--- src/rtl/comb_rv32_sequencer.sv ---
// comb_rv32_sequencer: multi-cycle controller around the combinational
// comb_rv32 datapath. Owns PC, register file and counters, and shares one
// native memory port between instruction fetch and the core's data access.
module comb_rv32_sequencer #(
    parameter logic [31:0] PROGADDR_RESET = 32'h0000_0000,
    parameter bit          REGS_INIT_ZERO = 1'b0
) (
    input  logic        clk,
    input  logic        resetn,

    // external native memory port
    output logic        mem_valid,
    output logic        mem_instr,
    input  logic        mem_ready,
    output logic [31:0] mem_addr,
    output logic [31:0] mem_wdata,
    output logic [3:0]  mem_wstrb,
    input  logic [31:0] mem_rdata,

    // instruction / PC exchange with the core
    output logic [31:0] core_pc,
    output logic [31:0] core_insn,
    output logic        core_insn_valid,
    input  logic [31:0] core_pc_next,
    input  logic        core_insn_complete,
    input  logic        core_trap,

    // register file exchange with the core
    input  logic [4:0]  core_rs1_addr,
    input  logic [4:0]  core_rs2_addr,
    input  logic [4:0]  core_rd_addr,
    input  logic        core_rs1_request,
    input  logic        core_rs2_request,
    input  logic        core_rd_request,
    output logic [31:0] core_rs1_rdata,
    output logic [31:0] core_rs2_rdata,
    output logic        core_rs1_ready,
    output logic        core_rs2_ready,
    output logic        core_rd_ready,
    input  logic [31:0] core_rd_wdata,

    // core data access, forwarded to the external port during EXEC
    input  logic        core_mem_valid,
    input  logic [31:0] core_mem_addr,
    input  logic [31:0] core_mem_wdata,
    input  logic [3:0]  core_mem_wstrb,
    output logic        core_mem_ready,
    output logic [31:0] core_mem_rdata,

    // counters and halt
    output logic [63:0] csr_cycle,
    output logic [63:0] csr_time,
    output logic [63:0] csr_instret,
    output logic        trap
);

    typedef enum logic [2:0] {
        S_RESET,
        S_FETCH,
        S_RD_RS1,
        S_RD_RS2,
        S_EXEC,
        S_TRAPPED
    } state_t;

    state_t      r_state;
    state_t      w_state_next;

    logic [31:0] r_pc;
    logic [31:0] r_insn;
    logic [31:0] r_rs1_q;
    logic [31:0] r_rs2_q;
    logic [63:0] r_cycle;
    logic [63:0] r_instret;
    logic        r_trap;
    logic [31:0] r_regs [32];

    logic [4:0]  w_rf_raddr;
    logic [31:0] w_rf_rdata;
    logic        w_rf_we;
    logic        w_retire;
    logic        w_take_trap;

    // The sequence is fixed, so the core's own read addresses/requests are
    // informational only; fold them here so they are visibly consumed.
    logic        w_unused;
    assign w_unused = ^{core_rs1_addr, core_rs2_addr, core_rs1_request, core_rs2_request};

    // Completion decisions shared by the datapath and register file.
    assign w_retire    = (r_state == S_EXEC) && core_insn_complete && !core_trap;
    assign w_take_trap = (r_state == S_EXEC) && core_insn_complete && core_trap;
    assign w_rf_we     = resetn && w_retire && core_rd_request && (core_rd_addr != 5'd0);

    // Single read port; index 0 is hardwired to zero.
    assign w_rf_rdata = (w_rf_raddr == 5'd0) ? 32'd0 : r_regs[w_rf_raddr];

    // State register with synchronous reset.
    // NOTE: sequential state uses non-blocking (<=) so every register samples
    // pre-edge values; blocking here would create order-dependent races.
    always_ff @(posedge clk) begin
        if (!resetn) r_state <= S_RESET;
        else         r_state <= w_state_next;
    end

    // Next-state decode and all state-dependent outputs.
    // NOTE: every output gets a default before the case so no path leaves a
    // signal unassigned, which would otherwise infer a latch.
    always_comb begin
        w_state_next    = r_state;
        w_rf_raddr      = 5'd0;
        mem_valid       = 1'b0;
        mem_instr       = 1'b0;
        mem_addr        = 32'd0;
        mem_wdata       = 32'd0;
        mem_wstrb       = 4'd0;
        core_insn_valid = 1'b0;
        core_rs1_ready  = 1'b0;
        core_rs2_ready  = 1'b0;
        core_rd_ready   = 1'b0;
        core_rs1_rdata  = 32'd0;
        core_rs2_rdata  = 32'd0;
        core_mem_ready  = 1'b0;
        core_mem_rdata  = 32'd0;

        case (r_state)
            S_RESET: begin
                w_state_next = S_FETCH;
            end
            S_FETCH: begin
                mem_valid = 1'b1;
                mem_instr = 1'b1;
                mem_addr  = r_pc;
                if (mem_ready) w_state_next = S_RD_RS1;
            end
            S_RD_RS1: begin
                w_rf_raddr   = r_insn[19:15];
                w_state_next = S_RD_RS2;
            end
            S_RD_RS2: begin
                w_rf_raddr   = r_insn[24:20];
                w_state_next = S_EXEC;
            end
            S_EXEC: begin
                core_insn_valid = 1'b1;
                core_rs1_ready  = 1'b1;
                core_rs2_ready  = 1'b1;
                core_rd_ready   = 1'b1;
                core_rs1_rdata  = r_rs1_q;
                core_rs2_rdata  = r_rs2_q;
                // A trapping instruction must never reach memory, but is
                // still handed a ready so it can complete.
                mem_valid       = core_mem_valid && !core_trap;
                mem_addr        = core_mem_addr;
                mem_wdata       = core_mem_wdata;
                mem_wstrb       = core_mem_wstrb;
                core_mem_rdata  = mem_rdata;
                core_mem_ready  = mem_ready || core_trap;
                if (core_insn_complete)
                    w_state_next = core_trap ? S_TRAPPED : S_FETCH;
            end
            S_TRAPPED: begin
                w_state_next = S_TRAPPED;
            end
            default: begin
                w_state_next = S_RESET;
            end
        endcase
    end

    // PC, latched instruction, operand latches, counters and trap flag.
    always_ff @(posedge clk) begin
        if (!resetn) begin
            r_pc      <= PROGADDR_RESET;
            r_insn    <= 32'd0;
            r_rs1_q   <= 32'd0;
            r_rs2_q   <= 32'd0;
            r_cycle   <= 64'd0;
            r_instret <= 64'd0;
            r_trap    <= 1'b0;
        end else begin
            r_cycle <= r_cycle + 64'd1;
            if (r_state == S_FETCH && mem_ready) r_insn  <= mem_rdata;
            if (r_state == S_RD_RS1)             r_rs1_q <= w_rf_rdata;
            if (r_state == S_RD_RS2)             r_rs2_q <= w_rf_rdata;
            if (w_retire) begin
                r_pc      <= core_pc_next;
                r_instret <= r_instret + 64'd1;
            end
            if (w_take_trap) r_trap <= 1'b1;
        end
    end

    // Register file write port; x0 is never written.
    generate
        if (REGS_INIT_ZERO) begin : g_rf_reset
            // NOTE: clearing a memory on reset forces it into flops; only do
            // it when the zero-init guarantee is wanted, otherwise leave the
            // array unreset so it can map to RAM.
            always_ff @(posedge clk) begin
                if (!resetn) begin
                    for (int i = 0; i < 32; i++) r_regs[i] <= 32'd0;
                end else if (w_rf_we) begin
                    r_regs[core_rd_addr] <= core_rd_wdata;
                end
            end
        end else begin : g_rf_noreset
            always_ff @(posedge clk) begin
                if (w_rf_we) r_regs[core_rd_addr] <= core_rd_wdata;
            end
        end
    endgenerate

    assign core_pc     = r_pc;
    assign core_insn   = r_insn;
    assign csr_cycle   = r_cycle;
    assign csr_time    = r_cycle;
    assign csr_instret = r_instret;
    assign trap        = r_trap;

endmodule

--- config.mk ---
export PLATFORM = sky130hd
export DESIGN_NAME = comb_rv32_sequencer
export DESIGN_NICKNAME = d
export VERILOG_FILES = /design/src/rtl/comb_rv32_sequencer.sv
export SDC_FILE = /design/constraint.sdc
export NUM_CORES = 2
export LEC_CHECK = 0
export CORE_ASPECT_RATIO = 1.2
export CORE_MARGIN = 3
export CORE_UTILIZATION = 49
export DETAILED_ROUTE_END_ITERATION = 10
export DONT_BUFFER_PORTS = 1
export SKIP_CTS_REPAIR_TIMING = 1
export SYNTH_ARGS = -nofsm -noshare
export SYNTH_HDL_FRONTEND = slang
export SYNTH_SLANG_ARGS = --single-unit
--- constraint.sdc ---
create_clock -name clk -period 3.9 [get_ports clk]
set_clock_uncertainty 0.05 [all_clocks]
set_input_delay 0.585 -clock clk [delete_from_list [all_inputs] [get_ports clk]]
set_output_delay 0.585 -clock clk [all_outputs]
set_load 0.1 [all_outputs]
# Word-level counts from Yosys, hierarchy flattened
# Memories as Yosys holds them, arrays and structs flattened.
# Cells that the tools add are included.
[classes]
n_addsub = 2
multipliers = 0
div_mod_pow = 0
order_cmp = 0
n_eq_ne = 7
n_shift = 0
muxes = 18
bitwise_logic = 0
n_reduce_logical = 14
[ops]
columns = ["cell", "n"]
rows = [
  ["$mux 32", 5],
  ["$add 64x1->64 const B", 2],
  ["$pmux 32 s2", 1],
  ["$pmux 3 s6", 1],
  ["$pmux 5 s2", 1],
  ["$mux 3", 3],
  ["$logic_and 1x1->1", 8],
  ["$eq 3x2->1 const B", 2],
  ["$eq 3x3->1 const B", 2],
  ["$logic_not 5->1", 1],
  ["$mux 1", 5],
  ["$reduce_bool 5->1", 1],
  ["$mux 4", 1],
  ["$ne 2x2->1 const B", 2],
  ["$eq 3x1->1 const B", 1],
  ["$logic_not 3->1", 1],
  ["$pmux 1 s2", 1],
  ["$reduce_and 2->1", 1],
  ["$logic_not 1->1", 1],
  ["$logic_or 1x1->1", 1],
]
[word_totals]
ff_bits = 260
latchBits = 0
ram_bits = 1024
mem_bits_ro = 0
input_bits = 188
out_inout_bits = 428
mem_count = 1
[mem_list]
columns = ["memory", "depth", "word_bits", "read_ports", "rd_clocked_by_memory_dff", "wr", "line_no", "source"]
rows = [
  ["r_regs", 32, 32, 1, 0, 1, "76", "logic [31:0] r_regs [32];"],
]

# Logic depth before layout (Yosys ltp)
[logic_depth]
ltp_word = 8
mapped_depth = 11
ltp_nobuf = 7

# Worst setup path after synthesis
# Ideal clock, no wire load.
[synth_path]
path_type = "reg-to-output"
startpoint = "register r_state[0]"
endpoint = "output port mem_addr[12]"
arrival_time_ps = 3016
t_required_ps = 3265
setup_slack_ps = 249
path_stages_with_launch = 7
n_path_buf = 3
path_cell_list = "dfxtp_1 buf_4 buf_2 nand2b_1 nor2_1 clkbuf_1 a22o_1"
[synth_via]
elab_chain_len = 2
word_cells_on_any_way = 3
[synth_lines]
columns = ["element", "line_no", "source"]
rows = [
  ["start, declared", "66", "state_t r_state;"],
  ["start signal, assigned", "102", "else r_state <= w_state_next;"],
  ["$eq 3x3->1 or $eq 3x1->1 (tied branches)", "125", "case (r_state)"],
  ["$pmux 32 s2 (*)", "125", ""],
  ["end, declared", "15", "output logic [31:0] mem_addr,"],
]
# Mark *: on every way between the ends. The rest lies on a longest branch, timed or not.

# Worst setup path after layout
[layout_path]
startpoint = "register r_state[2]"
endpoint = "output port core_rs2_rdata[30]"
[layout_via]
elab_chain_len = 2
[layout_lines]
columns = ["element", "line_no", "source"]
rows = [
  ["$eq 3x3->1", "125", ""],
  ["$mux 32", "125", ""],
  ["end, declared", "36", "output logic [31:0] core_rs2_rdata,"],
]
# Every way passes these cells.

==> flow_metrics.env <==
export IMPL_status="finished clean"
export IMPL_num_rows=129
export IMPL_drtIter0Drc=3750
export IMPL_root_buffer="clkbuf_16"
export IMPL_synth_area_per_cell_um2=14.5
export IMPL_grt_use_total_pct=33.1
export IMPL_p_sw_mw=6.34
export IMPL_synthArstFlopShare_pct=0
export IMPL_detail_route_wl_per_cell_um=34.0
export IMPL_io_buffers=0
export IMPL_worst_slew_pin_slew_ns=1.20
export IMPL_path_class="flip-flop to primary output"
export IMPL_seq_area_frac_synth_pct=69.5
export IMPL_clk_path_buf_depth=3
export IMPL_synth_most_common_cell="edfxtp_1"
export IMPL_holdCritPathClass="input port to flip-flop"
export IMPL_grt_max_degree=193
export IMPL_start_util_pct=49.7
export IMPL_netlist_area_um2=51600
export IMPL_synthTopCellsByArea="edfxtp_1 59%, dfxtp_1 10%, mux4_2 7.9%"
export IMPL_area_delta_synth_final_pct=19.8
export IMPL_drt_wl_total_mm=188
export IMPL_drc=0
export IMPL_yosys_area_top_type="edfxtp_1"
export IMPL_slew_headroom_pct=20.1
export IMPL_core_area_um2=104000
export IMPL_first_global_vias=32900
export IMPL_numCtsBuffers=130
export IMPL_synth_cell_types=58
export IMPL_clock_fmax_mhz=262
export IMPL_ant_nets=0
export IMPL_synth_ff_type="edfxtp_1"
export IMPL_critPathCaptureType="primary output"
export IMPL_pwr_share_seq_pct=52.9
export IMPL_power_frac_clock_pct=42.8
export IMPL_antenna_found_initial=64
export IMPL_fp_dieArea_um2=109000
export IMPL_viasPerCell=6.20
export IMPL_dr_pass1_iters=6
export IMPL_drive_gt1_share_pct=24.1
export IMPL_grt_overflow=0
export IMPL_clock_sinks=1281
export IMPL_startpoint_type="flip-flop"
export IMPL_path_clk_slew_ns=0.06
export IMPL_fin_crit_ns=3.82
export IMPL_io_pins=616
export IMPL_vias=34300
export IMPL_ys_ff_latch=1281
export IMPL_leakagePower_nw=20.9
export IMPL_die_y_um=361
export IMPL_final_net_count=4164
export IMPL_tritoncts="done"
export IMPL_syn_inst=3548
export IMPL_p_int_mw=21.8
export IMPL_die_x_um=302
export IMPL_crit_arrival_ns=3.18
export IMPL_final_setup_viol_count=0
export IMPL_synth_top_area_share_pct=59.4
export IMPL_grt_pass1_wl_mm=253
export IMPL_hpwl_mm=124
export IMPL_yosysWarnings=0
export IMPL_fin_util_pct=59.6
export IMPL_fin_crit_sh_pct=97.9
export IMPL_synth_edff_count=1021
export IMPL_peakVddDrop_v=0.000416
export IMPL_htreeDepth=4
export IMPL_finalInstanceArea_um2=61800
export IMPL_switching_share_pct=22.5
export IMPL_rsz0062_at_grt="false"
export IMPL_power_density_nw_per_um2=455
export IMPL_gp_congestion=1.00
export IMPL_clk_insertion_delay_late_ns=0.74
export IMPL_cap_violations=0
export IMPL_finalMaxSlewViolations=0
export IMPL_synthTopCellsByCount="1,021 x edfxtp_1, 261 x a21oi_1, 260 x dfxtp_1, 244 x nand2_1, 180 x mux4_2"
export IMPL_power_mw=28.1
export IMPL_power_frac_comb_pct=4.3
export IMPL_placed_area_um2=56200
export IMPL_finalHoldViolCount=0
export IMPL_required_ns=3.26
export IMPL_crit_fanout=19
[critical path, cell delays in order, from the launching register on]
cell      delay [ns]
dfxtp_1         0.57
nand2b_1        0.28
nor2_4          0.43
buf_4           0.35
and2_1          0.42
buf_4           0.37
[area by class of cell]
cell class	instances	area [um^2]
fill	8019	42000
sequential	1281	35900
multi-input combinational	1979	14600
timing repair buffer	569	5170
clock buffer	180	3590
tap	1375	1720
clock inverter	57	518
antenna	84	210
inverter	13	53.8
[logic make-up (layout without fill, tap and decap cells)]
| family | count (synthesis) | count (layout) | share of synthesized area [%] |
|---|---|---|---|
| flops | 1281 | 1281 | 69.5 |
| compound gates | 661 | 661 | 7.71 |
| buf+inv | 317 | 819 | 3.04 |
| fa+ha+maj | 2 | 2 | 0.0485 |
| xor+xnor | 101 | 101 | 1.71 |
| mux | 196 | 196 | 8.21 |
| simple gates | 989 | 990 | 9.77 |
| other cells | 1 | 113 | 0.00727 |
[power groups by stage]
stage	registers (mW)	logic [mW]	clock network [mW]
global route	14.9	1.26	12.7
global placement	15.2	0.876	0
floorplan	15.2	0.550	0
finish	14.9	1.21	12.0
CTS	14.9	0.890	12.2
detailed placement	15.2	0.888	0
[state kept, by name, indices dropped and copies added (netlist names)]
| name | count |
|---|---|
| core_insn | 32 |
| core_pc | 32 |
| csr_cycle | 64 |
| csr_instret | 64 |
| r_regs | 1021 |
| r_rs1_q | 32 |
| r_rs2_q | 32 |
| r_state | 3 |
| trap | 1 |
[per-stage QoR]
stage          TNS, ns  std cells  hold slack [ns]  setup WS [ns]
2_1_floorplan        0       3576            0.459          0.249
3_3_place_gp         0       5118            0.455          0.665
3_5_place_dp         0       5118            0.478          0.629
4_1_cts        -0.0773       5355           -0.157        -0.0539
5_1_grt              0       5519          0.00395         0.0328
6_report             0       5538           0.0491         0.0820
[routing by layer]
layer  vias up  wire [um]  GRT usage, %  part of all wire (%)
met5         -        193         0.617                  0.10
met4        16      17000          24.6                   9.0
met3       538      17700          9.13                   9.4
met2      1889      92300          55.4                    49
met1     17400      61100          35.9                    32
li1      14500          -             -                     -
[placed cells by master (no fill, tap or decap), types with 42 or more instances in the layout]
cell type	count
o21ai_0	167
and2_1	143
edfxtp_1	1021
a21oi_1	260
diode_2	84
clkbuf_16	132
dfxtp_1	195
mux4_2	180
xor2_1	42
buf_4	441
a211o_1	56
nand3_1	176
dfxtp_2	65
nor2_1	114
nor4_1	53
buf_12	58
dlygate4sd3_1	70
and3_1	97
nand2_1	244
xnor2_1	59
a22oi_1	57
[final timing paths]
kind,startpoint,endpoint,slack (ns),depth (start not counted)
max,r_state[2],core_rs2_rdata[30],0.08,5
min,resetn,r_rs1_q[15],0.05,2
max reg2reg,r_state[1],r_rs1_q[5],0.57,7
min reg2reg,r_rs2_q[25],r_rs2_q[25],0.50,2
(Power assumes the default switching activity.)
